--- src/rtl/receiver.sv ---
// receiver: Request/Ack word link endpoint with a FWFT FIFO for the consumer.
// Ports: clk, Reset, Request/rcvDataIn/Ack (link), Read/Valid/rcvDataOut/Full/Count (consumer).
module receiver #(
  parameter int WIDTH  = 16,
  parameter int DEPTH  = 4,
  parameter int ADDR_W = 2
) (
  input  logic              clk,
  input  logic              Reset,
  input  logic              Request,
  input  logic [WIDTH-1:0]  rcvDataIn,
  output logic              Ack,
  input  logic              Read,
  output logic              Valid,
  output logic [WIDTH-1:0]  rcvDataOut,
  output logic              Full,
  output logic [ADDR_W:0]   Count
);

  typedef enum logic [1:0] {
    IDLE,
    ACK,
    WAIT_LOW
  } state_t;

  localparam logic [ADDR_W:0] DEPTH_C = (ADDR_W+1)'(DEPTH);

  state_t            state_q, state_d;
  logic [ADDR_W-1:0] rd_ptr_q, rd_ptr_d;
  logic [ADDR_W-1:0] wr_ptr_q, wr_ptr_d;
  logic [ADDR_W:0]   count_q, count_d;
  logic [WIDTH-1:0]  mem_q [DEPTH];
  logic              wr_en;
  logic              rd_en;

  assign Valid      = (count_q != '0);
  assign Full       = (count_q == DEPTH_C);
  assign Count      = count_q;
  assign Ack        = (state_q == ACK);
  assign rcvDataOut = Valid ? mem_q[rd_ptr_q] : '0;

  always_comb begin
    state_d = state_q;
    wr_en   = 1'b0;
    unique case (state_q)
      IDLE: begin
        // Full comes from the registered count, so a same-cycle
        // pop cannot make room for this capture.
        if (Request && !Full) begin
          wr_en   = 1'b1;
          state_d = ACK;
        end
      end
      ACK:      state_d = WAIT_LOW;
      WAIT_LOW: if (!Request) state_d = IDLE;
      default:  state_d = IDLE;
    endcase
  end

  always_comb begin
    rd_en    = Read && Valid;
    // DEPTH is a power of two, so pointer overflow is the wrap.
    wr_ptr_d = wr_ptr_q + ADDR_W'(wr_en);
    rd_ptr_d = rd_ptr_q + ADDR_W'(rd_en);
    count_d  = count_q;
    unique case ({wr_en, rd_en})
      2'b10:   count_d = count_q + 1'b1;
      2'b01:   count_d = count_q - 1'b1;
      default: count_d = count_q;
    endcase
  end

  always_ff @(posedge clk) begin
    if (Reset) begin
      state_q  <= IDLE;
      rd_ptr_q <= '0;
      wr_ptr_q <= '0;
      count_q  <= '0;
    end else begin
      state_q  <= state_d;
      rd_ptr_q <= rd_ptr_d;
      wr_ptr_q <= wr_ptr_d;
      count_q  <= count_d;
    end
  end

  always_ff @(posedge clk) begin
    if (wr_en) mem_q[wr_ptr_q] <= rcvDataIn;
  end

endmodule

--- config.mk ---
export PLATFORM = sky130hd
export DESIGN_NAME = receiver
export DESIGN_NICKNAME = d
export VERILOG_FILES = /design/src/rtl/receiver.sv
export SDC_FILE = /design/constraint.sdc
export NUM_CORES = 1
export LEC_CHECK = 0
export CORE_MARGIN = 2
export CORE_UTILIZATION = 56
export DETAILED_ROUTE_END_ITERATION = 6
export PLACE_DENSITY = 0.82
export SKIP_LAST_GASP = 1
export SYNTH_ARGS = -nofsm -noshare
export SYNTH_HDL_FRONTEND = slang
export SYNTH_SLANG_ARGS = --single-unit
--- constraint.sdc ---
create_clock -name clk -period 5.71 [get_ports clk]
set_clock_uncertainty 0.2 [all_clocks]
set_input_delay 1.142 -clock clk [delete_from_list [all_inputs] [get_ports clk]]
set_output_delay 1.142 -clock clk [all_outputs]
set_load 0.02 [all_outputs]
After elaboration in Yosys (flattened, before gate mapping)

Memory sizes are Yosys's and may differ from the RTL's. A register that Yosys moved wholly into a read port is not among the register bits.
Cells that the tools add are included.

Memory bits (writable): 64
Memories: 1
Input port bits: 20
Bits in registers: 9
Output and inout port bits: 22

Reductions and logical operators: 7
Equal/unequal tests: 7
Multiplexer cells: 10
Add/sub/neg operators: 4

Memory list:

| name  | depth | width | rd ports | clocked after memory_dff | wr ports | line | text |
|---|---|---|---|---|---|---|---|
| mem_q | 4     | 16    | 1        | 1                        | 1        | 32   | `logic [WIDTH-1:0] mem_q [DEPTH];` |

Operators with widths:

| operator                                          | number |
|---|---|
| 2-to-1 mux 16 bit                                 | 1 |
| 2-to-1 mux 2 bit                                  | 3 |
| one-hot mux 2 bit (3 select lines)                | 1 |
| one-hot mux 3 bit (2 select lines)                | 1 |
| adder 2 x 1 -> 2 bit                              | 2 |
| == test 2 x 1 -> 1 bit (second input constant)    | 2 |
| == test 2 bit (second input constant)             | 2 |
| 2-to-1 mux 1 bit                                  | 4 |
| inequality test 2 bit (second input constant)     | 2 |
| adder 3 x 1 -> 3 bit (second input constant)      | 1 |
| == test 3 bit (second input constant)             | 1 |
| nonzero test 3 bit                                | 1 |
| subtractor 3 x 1 -> 3 bit (second input constant) | 1 |
| logical AND 1 bit                                 | 2 |
| logical NOT 2 bit                                 | 1 |
| AND reduction 2 bit                               | 1 |
| nonzero test 2 bit                                | 1 |
| logical NOT 1 bit                                 | 1 |

Longest topological paths before layout

Gate-level depths: netlist (run 1).

Word-level depth: 7
Depth in mapped cells: 9
Gate-level depth less buffers: 8

Worst setup path before layout (run 1)

OpenSTA, ideal clock, no wires.

Path kind: input -> register
Start point: in Request
End point: mem mem_q[0][0] (enable)
Arrival time: 2.767 ns
Required time: 5.101 ns
Path slack: 2.334 ns
Setup time: 0.409 ns
Stages on the path: 4
Path buffers: 1
Path through: nand2b_1 or3_1 buf_6 nor3_1

Longest elaborated chain between the ends: 5

RTL lines:

| what                                   | line | text |
|---|---|---|
| from (decl)                            | 10   | `input logic Request,` |
| logical AND 1 bit                      | 49   | `if (Request && !Full) begin` |
| 2-to-1 mux 1 bit                       | 49   |  |
| 2-to-1 mux 1 bit                       | 45   | `unique case (state_q)` |
| 2-to-1 mux 1 bit                       | 88   | `if (wr_en) mem_q[wr_ptr_q] <= rcvDataIn;` |
| 2-to-1 mux 1 bit (implied by the code) | 88   |  |
| to (decl)                              | 32   |  |

No other way between the ends.

==> flow_metrics.env, run 1 <==
export IMPL_syn_nets=174
export IMPL_hold_buffers=0
export IMPL_grt_pass1_vias=1497
export IMPL_syn_area_um2=2880
export IMPL_fin_crit_sh=0.712
export IMPL_max_slew_margin_rel=0.248
export IMPL_wirelength_um=4860
export IMPL_grt_first_pass_wirelength_um=7590
export IMPL_routedWlPerCell_um=17.8
export IMPL_synth_cell_type_count=23
export IMPL_comb_power_share=0.335
export IMPL_portBuffers=41
export IMPL_ctsResizeCount=0
export IMPL_diodes=0
export IMPL_grt_max_degree=19
export IMPL_synth_yosys_seq_area_share=0.729
export IMPL_worstPathMaxFanout=17
export IMPL_cp_required_ps=4370
export IMPL_post_cts_buffers=0
export IMPL_p_switching_mw=0.522
export IMPL_synth_warnings=0
export IMPL_num_io_pins=42
export IMPL_clock_fmax_ghz=0.246
export IMPL_ir_worst_vdd_uv=421
export IMPL_max_stage_delay_ps=1070
export IMPL_rsz0062_at_grt="no"
export IMPL_cp_start_kind="register"
export IMPL_clock_sinks=73
export IMPL_layout_commonest_cell="edfxtp_1"
export IMPL_finalCriticalPeriod_ps=4060
export IMPL_vias_per_cell=5.38
export IMPL_die_height_um=75.8
export IMPL_tightest_slew_ps=1130
export IMPL_core_um2=5040
export IMPL_final_net_count=223
export IMPL_synth_seq_cells=73
export IMPL_track_usage=0.195
export IMPL_start_util=0.572
export IMPL_num_vias=1474
export IMPL_die_width_um=75.8
export IMPL_setup_viol=0
export IMPL_drive_above_1_share=0.206
export IMPL_cts_clk_slew_worst_paths_ps=70
export IMPL_drc=0
export IMPL_p_sw_frac=0.300
export IMPL_synth_cells=150
export IMPL_clkLatencyLatePin_ps=330
export IMPL_dr_first_iter_drc_count=112
export IMPL_rows=26
export IMPL_globalplace_congestion=0.737
export IMPL_cts_tree="yes"
export IMPL_dr_pass1_iters=4
export IMPL_outcome="completed"
export IMPL_grt_ovfl_total=0
export IMPL_instances_no_fill=274
export IMPL_crit_type="reg2out"
export IMPL_cts_root_buf="clkbuf_8"
export IMPL_antenna_found_initial=0
export IMPL_min_path_type="reg2reg"
export IMPL_antenna_left=0
export IMPL_clk_path_buf_depth=2
export IMPL_yosysTopAreaCellShare=0.666
export IMPL_clkPwrFrac=0.257
export IMPL_pwr_share_seq=0.408
export IMPL_die_area_um2=5740
export IMPL_critical_path_arrival_ps=2720
export IMPL_synth_area_top_cells="edfxtp_1 (67%), mux4_2 (12%), dfxtp_1 (6.2%)"
export IMPL_cp_end_kind="output pin"
export IMPL_cts_max_level=3
export IMPL_path_cells="mux4_2 -> nor2b_1 -> clkdlybuf4s50_1"
export IMPL_leakagePower_nw=1.18
export IMPL_synth_top_area_cell="edfxtp_1"
export IMPL_layout_common_cells="edfxtp_1 (64), clkdlybuf4s50_1 (41), nor2b_1 (19)"
export IMPL_hold_violations=0
export IMPL_cts_buffers=9
export IMPL_critPathSlowestCell="dfxtp_1"
export IMPL_placed_cells=258
export IMPL_p_int_mw=1.22
export IMPL_syn_avg_cell_area_um2=19.2
export IMPL_drv_cap=0
export IMPL_powerDensity_nw_per_um2=484
export IMPL_slew_viol_final=0
export IMPL_hpwl_um=3140
export IMPL_syn2layout_area_growth_pct=24.6
export IMPL_fin_setup_tns_ps=0
Yosys cell counts:
library cell  number
fa_1               1
edfxtp_1          64
xor2_1             2
clkbuf_1           1
buf_6              3
xnor2_1            2
ha_1               3
nor2b_1           19
a21oi_1            3
or3_1              2
nand2b_1           2
nand3b_1           1
buf_2              3
mux4_2            16
nor3_1             1
o21ai_0            1
dfxtp_1            9
nor3_2             1
inv_1              5
nor2_1             6
clkinv_2           1
nor3b_2            3
and3_1             1
kinds of logic after synthesis:
logic type,count (synthesis),share of synthesized area
flip-flops,73,0.729
AND/OR/NAND/NOR,36,0.0807
multiplexers,16,0.125
buffers and inverters,13,0.0265
AO/OA/AOI/OAI,4,0.00694
XOR/XNOR,4,0.0121
adder cells (fa/ha/maj),4,0.0200
routing by layer:
layer / track usage / share of wire
met1: 0.229 / 0.40
met2: 0.330 / 0.55
met3: 0.0622 / 0.035
met4: 0.0897 / 0.014
met5: 0 / 0
power by group through the flow:
stage,sequential (mW),combinational [mW],clock (mW)
after CTS,0.712,0.591,0.455
after global placement,0.717,0.575,0
after detailed placement,0.723,0.587,0
after floorplan,0.688,0.387,0
after global routing,0.722,0.630,0.479
final,0.710,0.583,0.447
critical path, delay by kind of cell (launching register included):
kind	cells	cell delay [ps]
and+or+nand+nor	1	160
buffers and inverters	1	540
DFF	1	1070
muxes	1	610
worst paths after layout:
| kind | start | end | slack (ps) | cells after the start |
|---|---|---|---|---|
| max reg2reg | Count[2] | Count[2] | 3150 | 8 |
| min | state_q[0] | state_q[1] | 310 | 2 |
| min reg2reg | state_q[0] | state_q[1] | 310 | 2 |
| max | rd_ptr_q[0] | rcvDataOut[5] | 1650 | 3 |
metrics by stage:
stage / setup WS [ps] / hold slack (ps) / total power [mW] / cell area [um^2] / util
6_report: 1650 / 308 / 1.74 / 3590 / 0.713
5_1_grt: 1430 / 362 / 1.83 / 3590 / 0.713
4_1_cts: 1580 / 314 / 1.76 / 3590 / 0.713
3_5_place_dp: 1950 / 298 / 1.31 / 3360 / 0.667
3_3_place_gp: 1950 / 278 / 1.29 / 3360 / 0.667
2_1_floorplan: 2330 / 266 / 1.07 / 2880 / -
flip-flops by register name, summed over array words and instances (netlist names):
name      count
Count         3
mem_q        64
state_q       2
wr_ptr_q      2
rd_ptr_q      2
cell type report:
cell class | count | area (um^2)
fillers | 324 | 1450
inverters | 6 | 23.8
clock buffers | 11 | 151
repair buffers | 45 | 440
multi-input cells | 64 | 711
well taps | 70 | 87.6
flip-flops and latches | 73 | 2100
clock inverters | 5 | 77.6
(Power assumes the default switching activity.)
==> run 2: changes to the inputs <==
--- a/config.mk
+++ b/config.mk
@@ -6,9 +6,9 @@
 export NUM_CORES = 1
 export LEC_CHECK = 0
 export CORE_MARGIN = 2
-export CORE_UTILIZATION = 56
+export CORE_UTILIZATION = 53
 export DETAILED_ROUTE_END_ITERATION = 6
-export PLACE_DENSITY = 0.82
+export PLACE_DENSITY = 0.78
 export SKIP_LAST_GASP = 1
 export SYNTH_ARGS = -nofsm -noshare
 export SYNTH_HDL_FRONTEND = slang
==> constraint.sdc (replaced) <==
create_clock -name clk -period 4.24 [get_ports clk]
set_clock_uncertainty 0.2 [all_clocks]
set_input_delay 0.848 -clock clk [delete_from_list [all_inputs] [get_ports clk]]
set_output_delay 0.848 -clock clk [all_outputs]
set_load 0.02 [all_outputs]
==> flow_metrics.env, run 2 (same netlist as run 1, synthesis figures left out) <==
export IMPL_antenna_left=0
export IMPL_leakagePower_nw=1.19
export IMPL_cts_clk_slew_worst_paths_ps=70
export IMPL_fin_crit_sh=0.815
export IMPL_drv_cap=0
export IMPL_cp_end_kind="output pin"
export IMPL_finalCriticalPeriod_ps=3450
export IMPL_path_cells="buf_4 -> mux4_2 -> nor2b_1 -> clkdlybuf4s50_1"
export IMPL_grt_ovfl_total=0
export IMPL_grt_max_degree=19
export IMPL_cp_required_ps=3190
export IMPL_die_width_um=77.8
export IMPL_wirelength_um=4940
export IMPL_layout_commonest_cell="edfxtp_1"
export IMPL_dr_pass1_iters=4
export IMPL_crit_family="buffers and inverters"
export IMPL_cts_tree="yes"
export IMPL_die_height_um=77.8
export IMPL_rows=26
export IMPL_portBuffers=41
export IMPL_dr_first_iter_drc_count=64
export IMPL_layout_common_cells="edfxtp_1 (64), clkdlybuf4s50_1 (41), nor2b_1 (19)"
export IMPL_antenna_found_initial=0
export IMPL_clock_sinks=73
export IMPL_num_io_pins=42
export IMPL_fin_setup_tns_ps=0
export IMPL_critPathSlowestCell="clkdlybuf4s50_1"
export IMPL_drc=0
export IMPL_hold_buffers=0
export IMPL_hpwl_um=3240
export IMPL_rsz0062_at_grt="no"
export IMPL_cp_start_kind="register"
export IMPL_fin_util=0.698
export IMPL_clock_fmax_ghz=0.289
export IMPL_setup_viol=0
export IMPL_cts_max_level=3
export IMPL_clk_path_buf_depth=2
export IMPL_routedWlPerCell_um=17.9
export IMPL_largest_reg_flops=64
export IMPL_crit_type="reg2out"
export IMPL_drive_above_1_share=0.209
export IMPL_post_cts_buffers=0
export IMPL_die_area_um2=6050
export IMPL_final_net_count=225
export IMPL_ctsResizeCount=0
export IMPL_cts_root_buf="clkbuf_8"
export IMPL_grt_first_pass_wirelength_um=7890
export IMPL_vias_per_cell=5.31
export IMPL_critical_path_arrival_ps=2410
export IMPL_ir_worst_vdd_uv=505
export IMPL_min_path_type="reg2reg"
export IMPL_hold_violations=0
export IMPL_max_slew_margin_rel=0.432
export IMPL_tightest_slew_ps=850
export IMPL_syn2layout_area_growth_pct=25.2
export IMPL_slew_viol_final=0
export IMPL_n_fill_cell=330
export IMPL_clkLatencyLatePin_ps=340
export IMPL_cts_buffers=9
export IMPL_diodes=0
export IMPL_worstPathMaxFanout=13
export IMPL_start_util=0.558
export IMPL_grt_pass1_vias=1620
export IMPL_cp_num_buf_inv=2
export IMPL_powerDensity_nw_per_um2=653
export IMPL_core_um2=5170
export IMPL_max_stage_delay_ps=560
export IMPL_num_vias=1466
export IMPL_globalplace_congestion=0.740
export IMPL_top_register="mem_q"
export IMPL_outcome="completed"
export IMPL_track_usage=0.181
run 2: changes by cell type in the layout (fill, tap and decap cells not counted):
| cell | previous run | this run |
|---|---|---|
| buf_4 | 4 | 6 |
| clkbuf_1 | 0 | 1 |
| clkinv_2 | 3 | 1 |
| clkinvlp_4 | 1 | 2 |
run 2: final cells by class:
class                      instances  area [um^2]  area share
clock buffer                      12          155      0.0430
tap                               70         87.6      0.0243
inverter                           6         23.8     0.00659
timing repair buffer              47          455       0.126
clock inverter                     4         75.1      0.0208
sequential                        73         2100       0.582
multi-input combinational         64          711       0.197
run 2: metal layers:
metal  vias to the layer above  GRT usage  wire [um]
met2                        36      0.319       2620
met3                         9     0.0535        201
met5                         -          0          0
met1                       744      0.201       2020
li1                        677          -          -
met4                         0     0.0804         91
run 2: final timing paths:
kind | startpoint | endpoint | slack [ps] | depth (start not counted)
setup / recovery | rd_ptr_q[0] | rcvDataOut[13] | 790 | 4
hold / removal | state_q[0] | state_q[1] | 310 | 2
setup reg to reg | Count[2] | Count[2] | 1740 | 8
hold reg to reg | state_q[0] | state_q[1] | 310 | 2
run 2: tightest hold or removal path, cell delays in order, from the launching register on:
cell and delay [ps]:
dfxtp_1 320, nand2b_1 80, a21oi_1 60
run 2: stage by stage:
stage	cells	power, mW	instance area [um^2]	hold WS [ps]	setup WS [ps]
6_report	276	2.36	3610	310	786
5_1_grt	276	2.47	3610	352	677
4_1_cts	276	2.38	3610	307	747
3_5_place_dp	260	1.78	3380	296	1010
3_3_place_gp	260	1.75	3380	283	1100
2_1_floorplan	150	1.45	2880	266	1160
run 2: power breakdown:
part	internal [mW]	total (mW)	switching [mW]
Combinational	0.419	0.831	0.411
Clock	0.363	0.603	0.240
Sequential	0.867	0.923	0.0561
==> run 3: changes to the inputs <==
==> constraint.sdc (replaced) <==
create_clock -name clk -period 3.35 [get_ports clk]
set_clock_uncertainty 0.2 [all_clocks]
set_input_delay 0.67 -clock clk [delete_from_list [all_inputs] [get_ports clk]]
set_output_delay 0.67 -clock clk [all_outputs]
set_load 0.02 [all_outputs]
==> flow_metrics.env, run 3 (same netlist as run 1, synthesis figures left out) <==
export IMPL_clock_sinks=73
export IMPL_hpwl_um=3260
export IMPL_worstPathMaxFanout=10
export IMPL_cts_tree="yes"
export IMPL_globalplace_congestion=0.678
export IMPL_holdWs_ps=316
export IMPL_slew_viol_final=0
export IMPL_rsz0062_at_grt="no"
export IMPL_cts_buffers=9
export IMPL_clock_fmax_ghz=0.328
export IMPL_antenna_found_initial=0
export IMPL_diodes=0
export IMPL_track_usage=0.179
export IMPL_powerDensity_nw_per_um2=833
export IMPL_finalCriticalPeriod_ps=3050
export IMPL_fin_crit_sh=0.909
export IMPL_vias_per_cell=5.33
export IMPL_largest_reg_flops=64
export IMPL_syn2layout_area_growth_pct=26.6
export IMPL_cp_end_kind="output pin"
export IMPL_hold_violations=0
export IMPL_grt_ovfl_total=0
export IMPL_finalPower_mw=3.04
export IMPL_layout_common_cells="edfxtp_1 (64), clkdlybuf4s50_1 (41), nor2b_1 (19)"
export IMPL_top_register="mem_q"
export IMPL_rows=26
export IMPL_dr_pass1_iters=4
export IMPL_cp_start_kind="register"
export IMPL_layout_commonest_cell="edfxtp_1"
export IMPL_register_area_um2=2100
export IMPL_portBuffers=41
export IMPL_drive_above_1_share=0.229
export IMPL_grt_pass1_vias=1622
export IMPL_drv_cap=0
export IMPL_routedWlPerCell_um=17.6
export IMPL_min_path_type="reg2reg"
export IMPL_cts_clk_slew_worst_paths_ps=70
export IMPL_core_um2=5170
export IMPL_critical_path_arrival_ps=2180
export IMPL_clk_path_buf_depth=2
export IMPL_die_area_um2=6050
export IMPL_cts_root_buf="clkbuf_8"
export IMPL_num_io_pins=42
export IMPL_final_net_count=229
export IMPL_wirelength_um=4940
export IMPL_fin_setup_tns_ps=0
export IMPL_n_fill_cell=316
export IMPL_antenna_left=0
export IMPL_cp_required_ps=2480
export IMPL_clkLatencyLatePin_ps=330
export IMPL_ir_worst_vdd_uv=501
export IMPL_crit_type="reg2out"
export IMPL_ctsResizeCount=0
export IMPL_start_util=0.558
export IMPL_num_vias=1491
export IMPL_dr_first_iter_drc_count=117
export IMPL_tightest_slew_ps=388
export IMPL_hold_buffers=0
export IMPL_drc=0
export IMPL_die_height_um=77.8
export IMPL_max_slew_margin_rel=0.741
export IMPL_leakagePower_nw=1.23
export IMPL_setup_viol=0
export IMPL_multi_input_area_um2=711
export IMPL_die_width_um=77.8
export IMPL_grt_first_pass_wirelength_um=7910
export IMPL_grt_max_degree=19
export IMPL_outcome="completed"
export IMPL_post_cts_buffers=0
export IMPL_cts_max_level=3
run 3: metrics by stage:
stage	setup slack (ps)	area, um^2	util	cells
2_1_floorplan	429	2880	-	150
3_3_place_gp	448	3410	0.659	264
3_5_place_dp	327	3410	0.659	264
4_1_cts	253	3650	0.706	280
5_1_grt	204	3650	0.706	280
6_report	305	3650	0.706	280
run 3: worst paths after layout:
check / from / to / slack (ps) / cells past startpoint
worst max-delay path: rd_ptr_q[1] / rcvDataOut[9] / 300 / 4
worst min-delay path: state_q[1] / state_q[1] / 320 / 2
worst max register to register: Count[2] / Count[2] / 820 / 8
worst min register to register: state_q[1] / state_q[1] / 320 / 2
run 3: worst max-delay path: stages (launching register included):
cell             delay (ps)
dfxtp_1                 560
buf_4                   280
mux4_2                  320
nor2b_1                 150
clkdlybuf4s50_1         540
run 3: cell type report:
| type | count | area share |
|---|---|---|
| Clock buffer | 10 | 0.0377 |
| Clock inverter | 6 | 0.0288 |
| Tap cell | 70 | 0.0240 |
| Multi-Input combinational cell | 64 | 0.195 |
| Timing Repair Buffer | 51 | 0.133 |
| Inverter | 6 | 0.00651 |
| Sequential cell | 73 | 0.576 |
run 3: metal layers:
layer / vias up / wire length [um] / share of wire / track usage
li1: 683 / - / - / -
met1: 747 / 2030 / 0.41 / 0.214
met2: 54 / 2630 / 0.53 / 0.303
met3: 7 / 218 / 0.044 / 0.0535
met4: 0 / 65 / 0.013 / 0.0750
met5: - / 0 / 0 / 0
run 3: report_power, final:
group / internal, mW / switching (mW)
Clock: 0.511 / 0.301
Sequential: 1.10 / 0.0563
Combinational: 0.541 / 0.537
